--- src/rtl/regfile_wb_if.sv ---
// Write-back bus between the ALU/memory requesters, the issue stage and the
// register-file write arbiter.
interface regfile_wb_if #(
  parameter int WIDTH      = 32,
  parameter int ADDR_WIDTH = 5
);
  logic                  alu_valid;
  logic [ADDR_WIDTH-1:0] alu_rd;
  logic [WIDTH-1:0]      alu_data;
  logic                  alu_ready;

  logic                  mem_valid;
  logic [ADDR_WIDTH-1:0] mem_rd;
  logic [WIDTH-1:0]      mem_data;
  logic                  mem_ready;

  logic                  claim_valid;
  logic [ADDR_WIDTH-1:0] claim_rd;
  logic [ADDR_WIDTH-1:0] issue_rs1;
  logic [ADDR_WIDTH-1:0] issue_rs2;
  logic [ADDR_WIDTH-1:0] issue_rd;
  logic                  stall;

  logic                  RegWrite;
  logic [ADDR_WIDTH-1:0] Rd;
  logic [WIDTH-1:0]      WriteData;
  logic                  sb_err;

  modport master (
    output alu_valid, alu_rd, alu_data,
    output mem_valid, mem_rd, mem_data,
    output claim_valid, claim_rd, issue_rs1, issue_rs2, issue_rd,
    input  alu_ready, mem_ready, stall, RegWrite, Rd, WriteData, sb_err
  );

  modport slave (
    input  alu_valid, alu_rd, alu_data,
    input  mem_valid, mem_rd, mem_data,
    input  claim_valid, claim_rd, issue_rs1, issue_rs2, issue_rd,
    output alu_ready, mem_ready, stall, RegWrite, Rd, WriteData, sb_err
  );
endinterface

--- src/rtl/regfile_wb_arbiter.sv ---
// Arbitrates the single register-file write port between ALU and memory
// write-back, and tracks registers with an outstanding load for issue stalls.
module regfile_wb_arbiter #(
  parameter int WIDTH      = 32,
  parameter int ADDR_WIDTH = 5,
  parameter int MAX_WAIT   = 3
) (
  input  logic         clk,
  input  logic         rst,
  regfile_wb_if.slave  bus
);
  localparam int NREG = 2 ** ADDR_WIDTH;
  localparam int CW   = $clog2(MAX_WAIT + 1);
  localparam logic [CW-1:0] WAIT_LOAD = CW'(MAX_WAIT);

  // Counts down the cycles the ALU may still be refused; zero means it overrides memory.
  logic [CW-1:0]   wait_left;
  logic            alu_ovr;
  logic            grant_alu;
  logic            grant_mem;
  logic            claim_set;
  logic            claim_err;
  logic [NREG-1:0] busy;
  logic [NREG-1:0] busy_nxt;

  assign alu_ovr   = (wait_left == '0);
  assign grant_alu = !rst && bus.alu_valid && (!bus.mem_valid || alu_ovr);
  assign grant_mem = !rst && bus.mem_valid && (!bus.alu_valid || !alu_ovr);

  assign bus.alu_ready = grant_alu;
  assign bus.mem_ready = grant_mem;

  always_ff @(posedge clk) begin
    if (rst || !bus.alu_valid || grant_alu) begin
      wait_left <= WAIT_LOAD;
    end else if (!alu_ovr) begin
      wait_left <= wait_left - 1'b1;
    end
  end

  always_ff @(posedge clk) begin
    if (rst) begin
      bus.RegWrite  <= 1'b0;
      bus.Rd        <= '0;
      bus.WriteData <= '0;
    end else if (grant_alu) begin
      bus.RegWrite  <= (bus.alu_rd != '0);
      bus.Rd        <= bus.alu_rd;
      bus.WriteData <= bus.alu_data;
    end else if (grant_mem) begin
      bus.RegWrite  <= (bus.mem_rd != '0);
      bus.Rd        <= bus.mem_rd;
      bus.WriteData <= bus.mem_data;
    end else begin
      bus.RegWrite  <= 1'b0;
    end
  end

  assign claim_set = bus.claim_valid && (bus.claim_rd != '0);
  // A claim landing on a register whose load retires this same cycle is legal.
  assign claim_err = claim_set && busy[bus.claim_rd] &&
                     !(grant_mem && (bus.mem_rd == bus.claim_rd));

  always_comb begin
    busy_nxt = busy;
    if (grant_mem) begin
      busy_nxt[bus.mem_rd] = 1'b0;
    end
    if (claim_set) begin
      busy_nxt[bus.claim_rd] = 1'b1;
    end
    busy_nxt[0] = 1'b0;
  end

  always_ff @(posedge clk) begin
    if (rst) begin
      busy       <= '0;
      bus.sb_err <= 1'b0;
    end else begin
      busy <= busy_nxt;
      if (claim_err) begin
        bus.sb_err <= 1'b1;
      end
    end
  end

  assign bus.stall = busy[bus.issue_rs1] | busy[bus.issue_rs2] | busy[bus.issue_rd];

endmodule

--- src/flat_wrapper.sv ---
// flat-port wrapper written by rule: the top's interface ports become plain ports
module regfile_wb_arbiter_flat 
#(
  parameter int WIDTH      = 32,
  parameter int ADDR_WIDTH = 5,
  parameter int MAX_WAIT   = 3
)
  (clk, rst, bus_alu_valid, bus_alu_rd, bus_alu_data, bus_mem_valid, bus_mem_rd, bus_mem_data, bus_claim_valid, bus_claim_rd, bus_issue_rs1, bus_issue_rs2, bus_issue_rd, bus_alu_ready, bus_mem_ready, bus_stall, bus_RegWrite, bus_Rd, bus_WriteData, bus_sb_err);
  regfile_wb_if #(.WIDTH(WIDTH), .ADDR_WIDTH(ADDR_WIDTH)) bus_i ();
  input  logic clk;
  input  logic rst;
  input wire logic [$bits(bus_i.alu_valid)-1:0] bus_alu_valid;
  input wire logic [$bits(bus_i.alu_rd)-1:0] bus_alu_rd;
  input wire logic [$bits(bus_i.alu_data)-1:0] bus_alu_data;
  input wire logic [$bits(bus_i.mem_valid)-1:0] bus_mem_valid;
  input wire logic [$bits(bus_i.mem_rd)-1:0] bus_mem_rd;
  input wire logic [$bits(bus_i.mem_data)-1:0] bus_mem_data;
  input wire logic [$bits(bus_i.claim_valid)-1:0] bus_claim_valid;
  input wire logic [$bits(bus_i.claim_rd)-1:0] bus_claim_rd;
  input wire logic [$bits(bus_i.issue_rs1)-1:0] bus_issue_rs1;
  input wire logic [$bits(bus_i.issue_rs2)-1:0] bus_issue_rs2;
  input wire logic [$bits(bus_i.issue_rd)-1:0] bus_issue_rd;
  output wire logic [$bits(bus_i.alu_ready)-1:0] bus_alu_ready;
  output wire logic [$bits(bus_i.mem_ready)-1:0] bus_mem_ready;
  output wire logic [$bits(bus_i.stall)-1:0] bus_stall;
  output wire logic [$bits(bus_i.RegWrite)-1:0] bus_RegWrite;
  output wire logic [$bits(bus_i.Rd)-1:0] bus_Rd;
  output wire logic [$bits(bus_i.WriteData)-1:0] bus_WriteData;
  output wire logic [$bits(bus_i.sb_err)-1:0] bus_sb_err;
  assign bus_i.alu_valid = bus_alu_valid;
  assign bus_i.alu_rd = bus_alu_rd;
  assign bus_i.alu_data = bus_alu_data;
  assign bus_i.mem_valid = bus_mem_valid;
  assign bus_i.mem_rd = bus_mem_rd;
  assign bus_i.mem_data = bus_mem_data;
  assign bus_i.claim_valid = bus_claim_valid;
  assign bus_i.claim_rd = bus_claim_rd;
  assign bus_i.issue_rs1 = bus_issue_rs1;
  assign bus_i.issue_rs2 = bus_issue_rs2;
  assign bus_i.issue_rd = bus_issue_rd;
  assign bus_alu_ready = bus_i.alu_ready;
  assign bus_mem_ready = bus_i.mem_ready;
  assign bus_stall = bus_i.stall;
  assign bus_RegWrite = bus_i.RegWrite;
  assign bus_Rd = bus_i.Rd;
  assign bus_WriteData = bus_i.WriteData;
  assign bus_sb_err = bus_i.sb_err;
  regfile_wb_arbiter #(.WIDTH(WIDTH), .ADDR_WIDTH(ADDR_WIDTH), .MAX_WAIT(MAX_WAIT)) u_core (.clk(clk), .rst(rst), .bus(bus_i));
endmodule
--- config.mk ---
export PLATFORM = sky130hd
export DESIGN_NAME = regfile_wb_arbiter_flat
export DESIGN_NICKNAME = d
export VERILOG_FILES = /design/src/rtl/regfile_wb_if.sv /design/src/rtl/regfile_wb_arbiter.sv /design/src/flat_wrapper.sv
export SDC_FILE = /design/constraint.sdc
export NUM_CORES = 1
export LEC_CHECK = 0
export CELL_PAD_IN_SITES_DETAIL_PLACEMENT = 1
export CELL_PAD_IN_SITES_GLOBAL_PLACEMENT = 1
export CORE_MARGIN = 2
export CORE_UTILIZATION = 25
export CTS_CLUSTER_SIZE = 8
export DETAILED_ROUTE_END_ITERATION = 7
export PLACE_DENSITY_LB_ADDON = 0.1
export SYNTH_ARGS = -nofsm -noshare
export SYNTH_HDL_FRONTEND = slang
export SYNTH_SLANG_ARGS = --single-unit
--- constraint.sdc ---
create_clock -name clk -period 2.09 [get_ports clk]
set_input_delay 0.209 -clock clk [delete_from_list [all_inputs] [get_ports clk]]
set_output_delay 0.209 -clock clk [all_outputs]
set_load 0.02 [all_outputs]
==> results of run 1 <==
synth_stat cells, types with 2 or more instances:
cell,count
xnor2_1,3
nand4b_1,2
nor2b_1,5
mux4_1,6
a2111oi_0,2
nand3b_1,9
o41ai_1,2
mux2i_1,42
inv_1,10
buf_1,2
clkbuf_1,24
nor2_1,48
a211oi_1,34
nand2_1,41
o21ai_0,34
a222oi_1,2
nand2b_1,3
nor3_1,4
nand4_1,6
a22oi_1,5
a21oi_1,33
buf_6,2
nand3_1,13
xor2_1,2
and3_1,6
dfxtp_1,72
mux4_2,21
buf_4,3
buf_2,9
nor4b_1,2
mux2_2,2
worst min-delay path by stage:
stage               slack [ns]             endpoint           startpoint
CTS                       0.33  u_core.wait_left[1]                  rst
floorplan                 0.32     u_core.bus.Rd[3]        bus_alu_rd[3]
detailed placement        0.38  u_core.wait_left[0]  u_core.wait_left[0]
global placement          0.36  u_core.wait_left[0]  u_core.wait_left[0]
global route              0.35  u_core.wait_left[1]                  rst
finish                    0.34  u_core.wait_left[0]                  rst
power groups by stage:
stage,registers (mW),clock network [mW],logic [mW]
2_1_floorplan,1.57,0,0.313
3_3_place_gp,1.51,0,0.860
3_5_place_dp,1.51,0,0.872
4_1_cts,1.48,1.63,0.875
5_1_grt,1.49,1.69,0.935
6_report,1.48,1.58,0.869
cell families after synthesis:
logic type	count (synthesis)
AO/OA/AOI/OAI	120
buffers and inverters	50
multiplexers	71
adder cells (fa/ha/maj)	1
AND/OR/NAND/NOR	148
XOR/XNOR	5
flip-flops	72
routing by layer:
| layer | GRT usage (%) | wire length (um) | up-vias |
|---|---|---|---|
| li1 | - | - | 2130 |
| met1 | 24.97 | 7627 | 2217 |
| met2 | 31.41 | 8179 | 144 |
| met3 | 6.869 | 1337 | 23 |
| met4 | 5.965 | 294 | 0 |
| met5 | 0 | 0 | - |
state kept, by name (all words and copies together) (netlist names):
register and count:
u_core.bus.sb_err 1, u_core.wait_left 2, u_core.bus.RegWrite 1, u_core.busy 31, u_core.bus.Rd 5, u_core.bus.WriteData 32
final cells by class:
type / count / area (um2)
inverter: 10 / 37.54
sequential: 72 / 1445
multi-input combinational: 345 / 2626
clock buffer: 13 / 260.3
tap: 220 / 275.3
clock inverter: 3 / 40.04
antenna: 2 / 5.005
timing repair buffer: 217 / 2013
fill: 1926 / 9940
metrics by stage:
step / TNS (ns) / hold WS (ns) / area [um2] / util [%] / instances
finish: -0.1674 / 0.3371 / 6703 / 40.28 / 882
global route: -0.2458 / 0.3489 / 6703 / 40.28 / 882
CTS: -0.2273 / 0.3267 / 6671 / 40.09 / 880
detailed placement: -1.476 / 0.3764 / 6380 / 38.34 / 864
global placement: -1.466 / 0.3637 / 6380 / 38.34 / 864
floorplan: 0 / 0.3176 / 4257 / - / 467
what timing repair did:
action / 4_1_cts / 5_1_grt
gates resized for setup: 19 / 9
pin swaps: 2 / 3
setup endpoints to repair: 4 / 2
hold endpoints to repair: 0 / 0
worst max-delay path, delay by kind of cell, from the launching register on:
family,cells,cell delay [ns]
buffers and inverters,1,0.12
AO/OA/AOI/OAI,1,0.30
AND/OR/NAND/NOR,2,0.18
flip-flops,1,0.50
multiplexers,2,0.60
==> reports/metrics.yaml, run 1 <==
floorplan:
  die_h_um: 134.5
  fp.dieW_um: 134.5
  io_pins: 141
  die_area_mm2: 0.01809
  start_util_pct: 25.58
  core_region_area_mm2: 0.01664
  rows: 47
run_status:
  status: "finished with violations"
  violations: "setup timing"
place:
  pre_cts_slack_ns: -0.9207
  dpl.hpwl_um: 13470
  place.gp.congestion: 0.8473
  portBuffers: 140
critical_path:
  worstPathRequired_ns: 1.88
  crit_path_max_fanout: 4
  critPathSlowestCell: "dfxtp_1"
  crit_type: "register to output pin"
  reg2regPathDepth: 7
  cp-start-kind: "register"
  critPathMaxStageDelay_ns: 0.50
  endpoint: "bus_stall"
  cp-end-kind: "output pin"
  r2r-start: "u_core.busy[4]"
  path_cells: "mux2i_1 -> mux4_2 -> o32ai_1 -> nor3_2 -> nand4_1 -> buf_6"
  reg2reg_slack_ns: 0.10
  r2r_end: "u_core.bus.sb_err"
  worstPathArrival_ns: 2.05
  startpoint: "u_core.busy[3]"
synthesis:
  synth_edf_count: 0
  muxShareOfSynthArea_pct: 25.22
  yosysWarningCount: 0
  synth-xor-area-share_pct: 1.029
  ys.flop_type: "dfxtp_1"
  synth_adder_area_share_pct: 0.2939
  synth_compound_area_share_pct: 17.58
  ys_types: 49
  synthTopCellsByArea: "dfxtp_1 34%, mux4_2 11%, mux2i_1 9.9%"
  synth_fp_nets: 567
  syn_inst: 467
  async_reset_ff_share_pct: 0
  synth.top_cell.area_share_pct: 33.86
  synth_seq_cells: 72
  yosys.area_share.simple_pct: 16.73
  avgSynthCellArea_um2: 9.115
  ys_seq_area_share_pct: 33.86
  synth_top_family_by_area: "multiplexers"
  synth_top_cell_by_area: "dfxtp_1"
  netlist_area_mm2: 0.004257
power_and_ir_drop:
  comb_power_share_pct: 22.1
  ir_drop_v: 0.0004355
  p_clk_share_pct: 40.2
  p_per_area_mw_per_mm2: 586.0
  power_mw: 3.927
  p_int_mw: 2.888
  p_sw_mw: 1.039
  p_seq_share_pct: 37.7
  swShare_pct: 26.46
  p_leak_nw: 2.492
global_route:
  grt_pass1_vias: 4786
  antenna_found_initial: 2
  grt_usage_pct: 19.63
  grt-ovfl-total: 0
  grt_max_degree: 47
  grt_pass1_wl_um: 27010
sta:
  clock_skew_ns: 0.004815
  hold_viol: 0
  setup_ws_ns: -0.1674
  period_needed_ns: 2.257
  setup-violations-final: 1
  clock.fmax_mhz: 443.0
  min_period_over_period_pct: 108.0
  worstMarginPinSlew_ns: 0.4503
  drv_slew: 0
  rsz0062_at_grt: "yes"
  maxSlewHeadroom_pct: 69.98
flow_run:
  maxCapViolCount: 0
cts:
  htree_levels: 3
  ctsHoldBuffers: 0
  cts.clk_slew.worst_paths_ns: 0.06
  cts_tree: "done"
  insertion_delay_ns: 0.34
  clockBufferDepth: 2
  cts_num_sinks: 72
  cts_made_buffers: 9
  postCtsSetupBuffers: 0
  clockRootBuffer: "clkbuf_16"
route:
  drt-total-wl_um: 17440
  antenna_left: 0
  drc: 0
  vias_per_cell: 5.118
  detail_route.wl_per_cell_um: 19.77
  vias: 4514
  drt_iter0_markers: 274
  firstDrtPassIters: 5
hold_path:
  hold_path_depth: 4
  hold_path_class: "input port to register"
layout:
  final_common_cell: "clkdlybuf4s50_1"
  areaGrowthSynthToFinish_pct: 57.47
  final_cell_mix: "131 x clkdlybuf4s50_1, 73 x buf_4, 69 x dfxtp_1, 47 x nor2_1, 42 x mux2i_1"
  num-nets-final: 755
  drive_above_1_share_pct: 19.85
Power figures use the tool's default switching activity.
==> run 2, diff against run 1 <==
GPL_TIMING_DRIVEN = 0   (was not set)
SLEW_MARGIN = 0   (was not set)
==> run 2 against run 1 <==
  * The flow still finishes with violations (setup timing)
  * Combinational power fell by 8.9%
  * First-iteration DRC count is 1.1% higher
  * Clock power grew 10%
  * Critical path type unchanged
  * Largest power group unchanged
  * Count of clock-buffer cells in the layout is 2 lower
  * Design area shrank 7.9%
  * Worst hold slack improved by 0.046 ns
  * Critical endpoint unchanged
  * Wire length is 5.1% lower
  * Largest cell class unchanged
  * Maximum frequency down 1.9%
==> reports/metrics.yaml, run 2 (same netlist as run 1, synthesis figures left out) <==
sta:
  rsz0062_at_grt: "yes"  # unchanged
  worstMarginPinSlew_ns: 0.7862  # was 0.4503 ns
  hold_viol: 0  # unchanged
  min_period_over_period_pct: 110.0  # was 108.0%
  clock.fmax_mhz: 434.8  # was 443.0 MHz
  setup_tns_ns: -0.2100  # was -0.1674 ns
  setup-violations-final: 1  # unchanged
  period_needed_ns: 2.300  # was 2.257 ns
  drv_slew: 0  # unchanged
  clock_skew_ns: 0.007937  # was 0.004815 ns
  setup_ws_ns: -0.2100  # was -0.1674 ns
  maxSlewHeadroom_pct: 47.39  # was 69.98%
floorplan:
  rows: 47  # unchanged
  fp.dieW_um: 134.5  # unchanged
  io_pins: 141  # unchanged
  core_region_area_mm2: 0.01664  # unchanged
  start_util_pct: 25.58  # unchanged
  die_h_um: 134.5  # unchanged
  die_area_mm2: 0.01809  # unchanged
place:
  place.gp.congestion: 0.8304  # was 0.8473
  dpl.hpwl_um: 12970  # was 13,470 um
  dpl_cell_area_mm2: 0.005803  # was 0.006380 mm2
  pre_cts_slack_ns: -0.6622  # was -0.9207 ns
  portBuffers: 127  # was 140
route:
  vias_per_cell: 5.128  # was 5.118
  antenna_left: 0  # unchanged
  drt-total-wl_um: 16550  # was 17,440 um
  detail_route.wl_per_cell_um: 19.94  # was 19.77 um
  firstDrtPassIters: 4  # was 5
  drt_iter0_markers: 277  # was 274
  drc: 0  # unchanged
  vias: 4256  # was 4,514
critical_path:
  cp-end-kind: "output pin"  # unchanged
  startpoint: "u_core.busy[31]"  # was u_core.busy[3]
  worstPathArrival_ns: 2.09  # was 2.05 ns
  cp-start-kind: "register"  # unchanged
  path_cells: "mux4_2 -> mux4_2 -> o21ai_2 -> nand4_1 -> buf_2"  # was mux2i_1 -> mux4_2 -> o32ai_1 -> nor3_2 -> nand4_1 -> buf_6
  worstPathRequired_ns: 1.88  # about the same
  crit_path_max_fanout: 5  # was 4
  r2r-start: "u_core.wait_left[0]"  # was u_core.busy[4]
  critPathMaxStageDelay_ns: 0.49  # was 0.50 ns
  critPathSlowestCell: "mux4_2"  # was dfxtp_1
  crit_type: "register to output pin"  # unchanged
  crit_family: "multiplexers"  # unchanged
  critPathMostFrequentCell: "mux4_2"
  cp_num_buf_inv: 1  # unchanged
global_route:
  grt_pass1_vias: 4532  # was 4,786
  antenna_found_initial: 0  # was 2
  grt_max_degree: 19  # was 47
  grt-ovfl-total: 0  # unchanged
  grt_pass1_wl_um: 26040  # was 27,010 um
  grt_usage_pct: 18.77  # was 19.63%
run_status:
  violations: "setup timing"  # unchanged
  status: "finished with violations"  # unchanged
cts:
  clockRootBuffer: "clkbuf_16"  # unchanged
  htree_levels: 3  # unchanged
  cts_tree: "done"  # unchanged
  cts_made_buffers: 9  # unchanged
  cts.clk_slew.worst_paths_ns: 0.06  # about the same
  clockBufferDepth: 2  # unchanged
  ctsHoldBuffers: 0  # unchanged
  cts_num_sinks: 72  # unchanged
  insertion_delay_ns: 0.34  # about the same
power_and_ir_drop:
  p_leak_nw: 2.146  # was 2.492 nW
  ir_drop_v: 0.0004341  # was 0.0004355 V
  p_per_area_mw_per_mm2: 650.6  # was 586.0 mW/mm2
layout:
  final_cell_mix: "123 x clkdlybuf4s50_1, 62 x dfxtp_1, 48 x nor2_1, 42 x mux2i_1, 41 x nand2_1"  # was 131 x clkdlybuf4s50_1, 73 x buf_4, 69 x dfxtp_1, 47 x nor2_1, 42 x mux2i_1
  largest_reg_flops: 32  # unchanged
  final_cell_area_mm2: 0.006175  # was 0.006703 mm2
  largest_registers: "u_core.bus.WriteData (32), u_core.busy (31), u_core.bus.Rd (5)"  # unchanged
  drive_above_1_share_pct: 12.46  # was 19.85%
  num-nets-final: 705  # was 755
  areaGrowthSynthToFinish_pct: 45.06  # was 57.47%
  final_common_cell: "clkdlybuf4s50_1"  # unchanged
  num_antenna_cells: 0  # was 2
  regMostFlops: "u_core.bus.WriteData"  # unchanged
hold_path:
  hold_path_class: "register to register"  # was input port to register
  holdCritStartpoint: "u_core.wait_left[0]"  # was rst
flow_run:
  maxCapViolCount: 0  # unchanged
run 2: cell types whose count changed in the layout (fill, tap and decap cells not counted), sizes merged, moves of 2 or more:
cell / before / now
inv: 10 / 12
dlygate4sd2: 5 / 2
clkbuf: 13 / 36
buf: 79 / 17
clkinv: 2 / 0
clkdlybuf4s50: 131 / 123
diode: 2 / 0
run 2: path summary, 6_finish.rpt:
kind,slack (ns),end,cells past startpoint
max,-0.21,bus_stall,5
min,0.38,u_core.wait_left[0],1
max reg2reg,0.23,u_core.busy[8],7
min reg2reg,0.38,u_core.wait_left[0],1
run 2: metrics by stage:
stage               total power [mW]  utilization [%]  std cells  hold WS, ns
finish                         4.017            37.10        830       0.3832
detailed placement             2.309            34.87        814       0.3769
floorplan                      1.886                -        467       0.3176
CTS                            4.072            37.00        830       0.3893
global placement               2.298            34.87        814       0.3663
global route                   4.194            37.10        830       0.4078
run 2: final cells by class:
cell class,instances,area [um2]
multi-input combinational,345,2611
clock inverter,5,85.08
clock buffer,11,252.7
sequential,72,1454
tap,220,275.3
fill,1884,10470
inverter,10,37.54
timing repair buffer,128,1266
buffer,39,192.7
run 2: what timing repair did:
item	CTS	global route
resized for setup	21	14
endpoints found under the setup margin	6	37
cloned	0	0
buffers inserted	1	0
run 2: per-layer routing:
| layer | part of all wire, % | vias up | track usage [%] |
|---|---|---|---|
| li1 | - | 2018 | - |
| met1 | 42 | 2112 | 23.48 |
| met2 | 51 | 116 | 33.08 |
| met3 | 6.5 | 10 | 4.279 |
| met4 | 0.63 | 0 | 3.977 |
| met5 | 0 | - | 0 |
run 2: power breakdown:
part | total [mW] | internal, mW | switching [mW] | leakage, nW
Clock | 1.74 | 1.12 | 0.623 | 0.163
Sequential | 1.48 | 1.44 | 0.0428 | 0.595
Combinational | 0.792 | 0.393 | 0.399 | 1.39
Total | 4.02 | 2.95 | 1.07 | 2.15
==> run 3, diff against run 2 <==
CORE_UTILIZATION = 34   (was 25)
==> run 3 against run 2 <==
  * The flow still finishes with violations (setup timing)
  * Maximum frequency rose by 0.24%
  * Worst setup slack improved by 0.0054 ns
  * Worst hold slack worse by 0.0088 ns
  * Clock power is 8% higher
  * Largest power group unchanged
  * Critical endpoint unchanged
==> reports/metrics.yaml, run 3 (same netlist as run 1, synthesis figures left out) <==
power_and_ir_drop:
  swShare_pct: 24.96  # was 26.52%
  p_int_mw: 3.125  # was 2.952 mW
  p_seq_share_pct: 35.7  # was 36.9%
  p_clk_share_pct: 45.1  # was 43.4%
  p_per_area_mw_per_mm2: 678.2  # was 650.6 mW/mm2
  p_leak_nw: 2.148  # was 2.146 nW
  ir_drop_v: 0.0004543  # was 0.0004341 V
  p_sw_mw: 1.039  # was 1.065 mW
  comb_power_share_pct: 19.2  # was 19.7%
layout:
  num_antenna_cells: 0  # unchanged
  drive_above_1_share_pct: 12.64  # was 12.46%
  final_util_pct: 50.69  # was 37.10%
  largest_reg_flops: 32  # unchanged
  regMostFlops: "u_core.bus.WriteData"  # unchanged
  final_common_cell: "clkdlybuf4s50_1"  # unchanged
  largest_registers: "u_core.bus.WriteData (32), u_core.busy (31), u_core.bus.Rd (5)"  # unchanged
  areaGrowthSynthToFinish_pct: 44.24  # was 45.06%
  final_cell_mix: "123 x clkdlybuf4s50_1, 62 x dfxtp_1, 48 x nor2_1, 42 x mux2i_1, 41 x nand2_1"  # unchanged
  num-nets-final: 704  # was 705
  finalNonFillerCells: 777  # was 830
run_status:
  violations: "setup timing"  # unchanged
  status: "finished with violations"  # unchanged
place:
  placed_cells: 762  # was 814
  dpl.hpwl_um: 12270  # was 12,970 um
  place.gp.congestion: 0.8334  # was 0.8304
  portBuffers: 127  # unchanged
global_route:
  grtUsageMet2_pct: 42.65  # was 33.08%
  grt_pass1_vias: 4533  # was 4,532
  use_met1_pct: 28.88  # was 23.48%
  antenna_found_initial: 0  # unchanged
  grt_pass1_wl_um: 24730  # was 26,040 um
  grt_usage_pct: 24.26  # was 18.77%
  top_usage_layer: "met2"  # unchanged
  gr-usage-met3_pct: 6.695  # was 4.279%
  grt_max_degree: 20  # was 19
  grt-ovfl-total: 0  # unchanged
route:
  drc: 0  # unchanged
  drt_iter0_markers: 162  # was 277
  antenna_left: 0  # unchanged
  vias_per_cell: 5.484  # was 5.128
  drt-total-wl_um: 15970  # was 16,550 um
  detail_route.wl_per_cell_um: 20.56  # was 19.94 um
  vias: 4261  # was 4,256
  firstDrtPassIters: 5  # was 4
cts:
  postCtsSetupBuffers: 0  # was 1
  clockBufferDepth: 2  # unchanged
  insertion_delay_ns: 0.34  # about the same
  clockRootBuffer: "clkbuf_16"  # unchanged
  htree_levels: 3  # unchanged
  cts.clk_slew.worst_paths_ns: 0.06  # about the same
  cts_tree: "done"  # unchanged
  cts_num_sinks: 72  # unchanged
  cts_made_buffers: 9  # unchanged
floorplan:
  rows: 40  # was 47
  start_util_pct: 35.14  # was 25.58%
  io_pins: 141  # unchanged
  die_h_um: 115.9  # was 134.5 um
  fp.dieW_um: 115.9  # was 134.5 um
  die_area_mm2: 0.01343  # was 0.01809 mm2
  core_region_area_mm2: 0.01211  # was 0.01664 mm2
sta:
  period_needed_ns: 2.295  # was 2.300 ns
  clock_skew_ns: 0.006138  # was 0.007937 ns
  hold_viol: 0  # unchanged
  rsz0062_at_grt: "yes"  # unchanged
  drv_slew: 0  # unchanged
  worstMarginPinSlew_ns: 0.7566  # was 0.7862 ns
  min_period_over_period_pct: 109.8  # was 110.0%
  clock.fmax_mhz: 435.8  # was 434.8 MHz
  maxSlewHeadroom_pct: 49.37  # was 47.39%
  whs_ns: 0.3744  # was 0.3832 ns
  setup-violations-final: 1  # unchanged
  setup_ws_ns: -0.2046  # was -0.2100 ns
hold_path:
  holdCritStartpoint: "bus_mem_rd[0]"  # was u_core.wait_left[0]
  hold_path_class: "input port to register"  # was register to register
  whs_endpoint: "u_core.busy[31]"  # was u_core.wait_left[0]
  hold_path_depth: 4  # was 1
critical_path:
  worstPathArrival_ns: 2.09  # about the same
  worstPathRequired_ns: 1.88  # about the same
  r2r-start: "u_core.wait_left[0]"  # unchanged
  crit_type: "register to output pin"  # unchanged
  cp-end-kind: "output pin"  # unchanged
  reg2reg_slack_ns: 0.09  # was 0.23 ns
  reg2regPathDepth: 7  # unchanged
  crit_path_max_fanout: 5  # unchanged
  r2r_end: "u_core.busy[28]"  # was u_core.busy[8]
  cp-start-kind: "register"  # unchanged
flow_run:
  maxCapViolCount: 0  # unchanged
run 3: area by class of cell:
| class | instances | area, um2 |
|---|---|---|
| Multi-Input combinational cell | 345 | 2619 |
| Fill cell | 1404 | 5972 |
| Tap cell | 168 | 210.2 |
| Timing Repair Buffer | 127 | 1257 |
| Clock inverter | 5 | 128.9 |
| Inverter | 10 | 37.54 |
| Clock buffer | 11 | 232.7 |
| Sequential cell | 72 | 1454 |
| Buffer | 39 | 200.2 |
run 3: how the worst max path moves through the flow:
| stage | start | to |
|---|---|---|
| final | u_core.busy[17] | bus_stall |
| after floorplan | bus_issue_rs2[1] | bus_stall |
| after detailed placement | bus_issue_rd[1] | bus_stall |
| after global placement | bus_issue_rd[1] | bus_stall |
| after CTS | u_core.busy[31] | bus_stall |
| after global routing | u_core.busy[31] | bus_stall |
run 3: stage by stage:
| step | TNS (ns) | setup WS [ns] | cell area, um2 | total power, mW |
|---|---|---|---|---|
| after floorplan | 0 | 0.2112 | 4257 | 1.886 |
| after detailed placement | -15.55 | -0.6402 | 5738 | 2.306 |
| after global placement | -11.96 | -0.6306 | 5738 | 2.287 |
| after CTS | -0.2200 | -0.2200 | 6132 | 4.196 |
| after global routing | -0.2621 | -0.2621 | 6140 | 4.322 |
| final | -0.2046 | -0.2046 | 6140 | 4.164 |
run 3: what timing repair did:
action                                 CTS  global route
setup endpoints to repair               13            47
pin swaps                                0             0
endpoints found under the hold margin    0             0
resized for setup                       30            14
hold buffers                             0             0
run 3: power by group through the flow:
stage / registers, mW / logic, mW / clock network, mW
final: 1.49 / 0.800 / 1.88
after global routing: 1.49 / 0.859 / 1.97
after CTS: 1.49 / 0.804 / 1.91
after detailed placement: 1.51 / 0.793 / 0
after global placement: 1.51 / 0.778 / 0
after floorplan: 1.57 / 0.313 / 0
run 3: routing by layer:
layer  wire length [um]  vias up
li1                   -     2020
met1               6520     2060
met2               7982      163
met3               1210       18
met4                259        0
met5                  0        -
run 3: critical path, cell delays in order, from the launching register on:
cell and delay, ns:
dfxtp_1 0.36, mux4_2 0.48, mux4_2 0.51, o21ai_2 0.13, nand4_1 0.10, buf_4 0.17
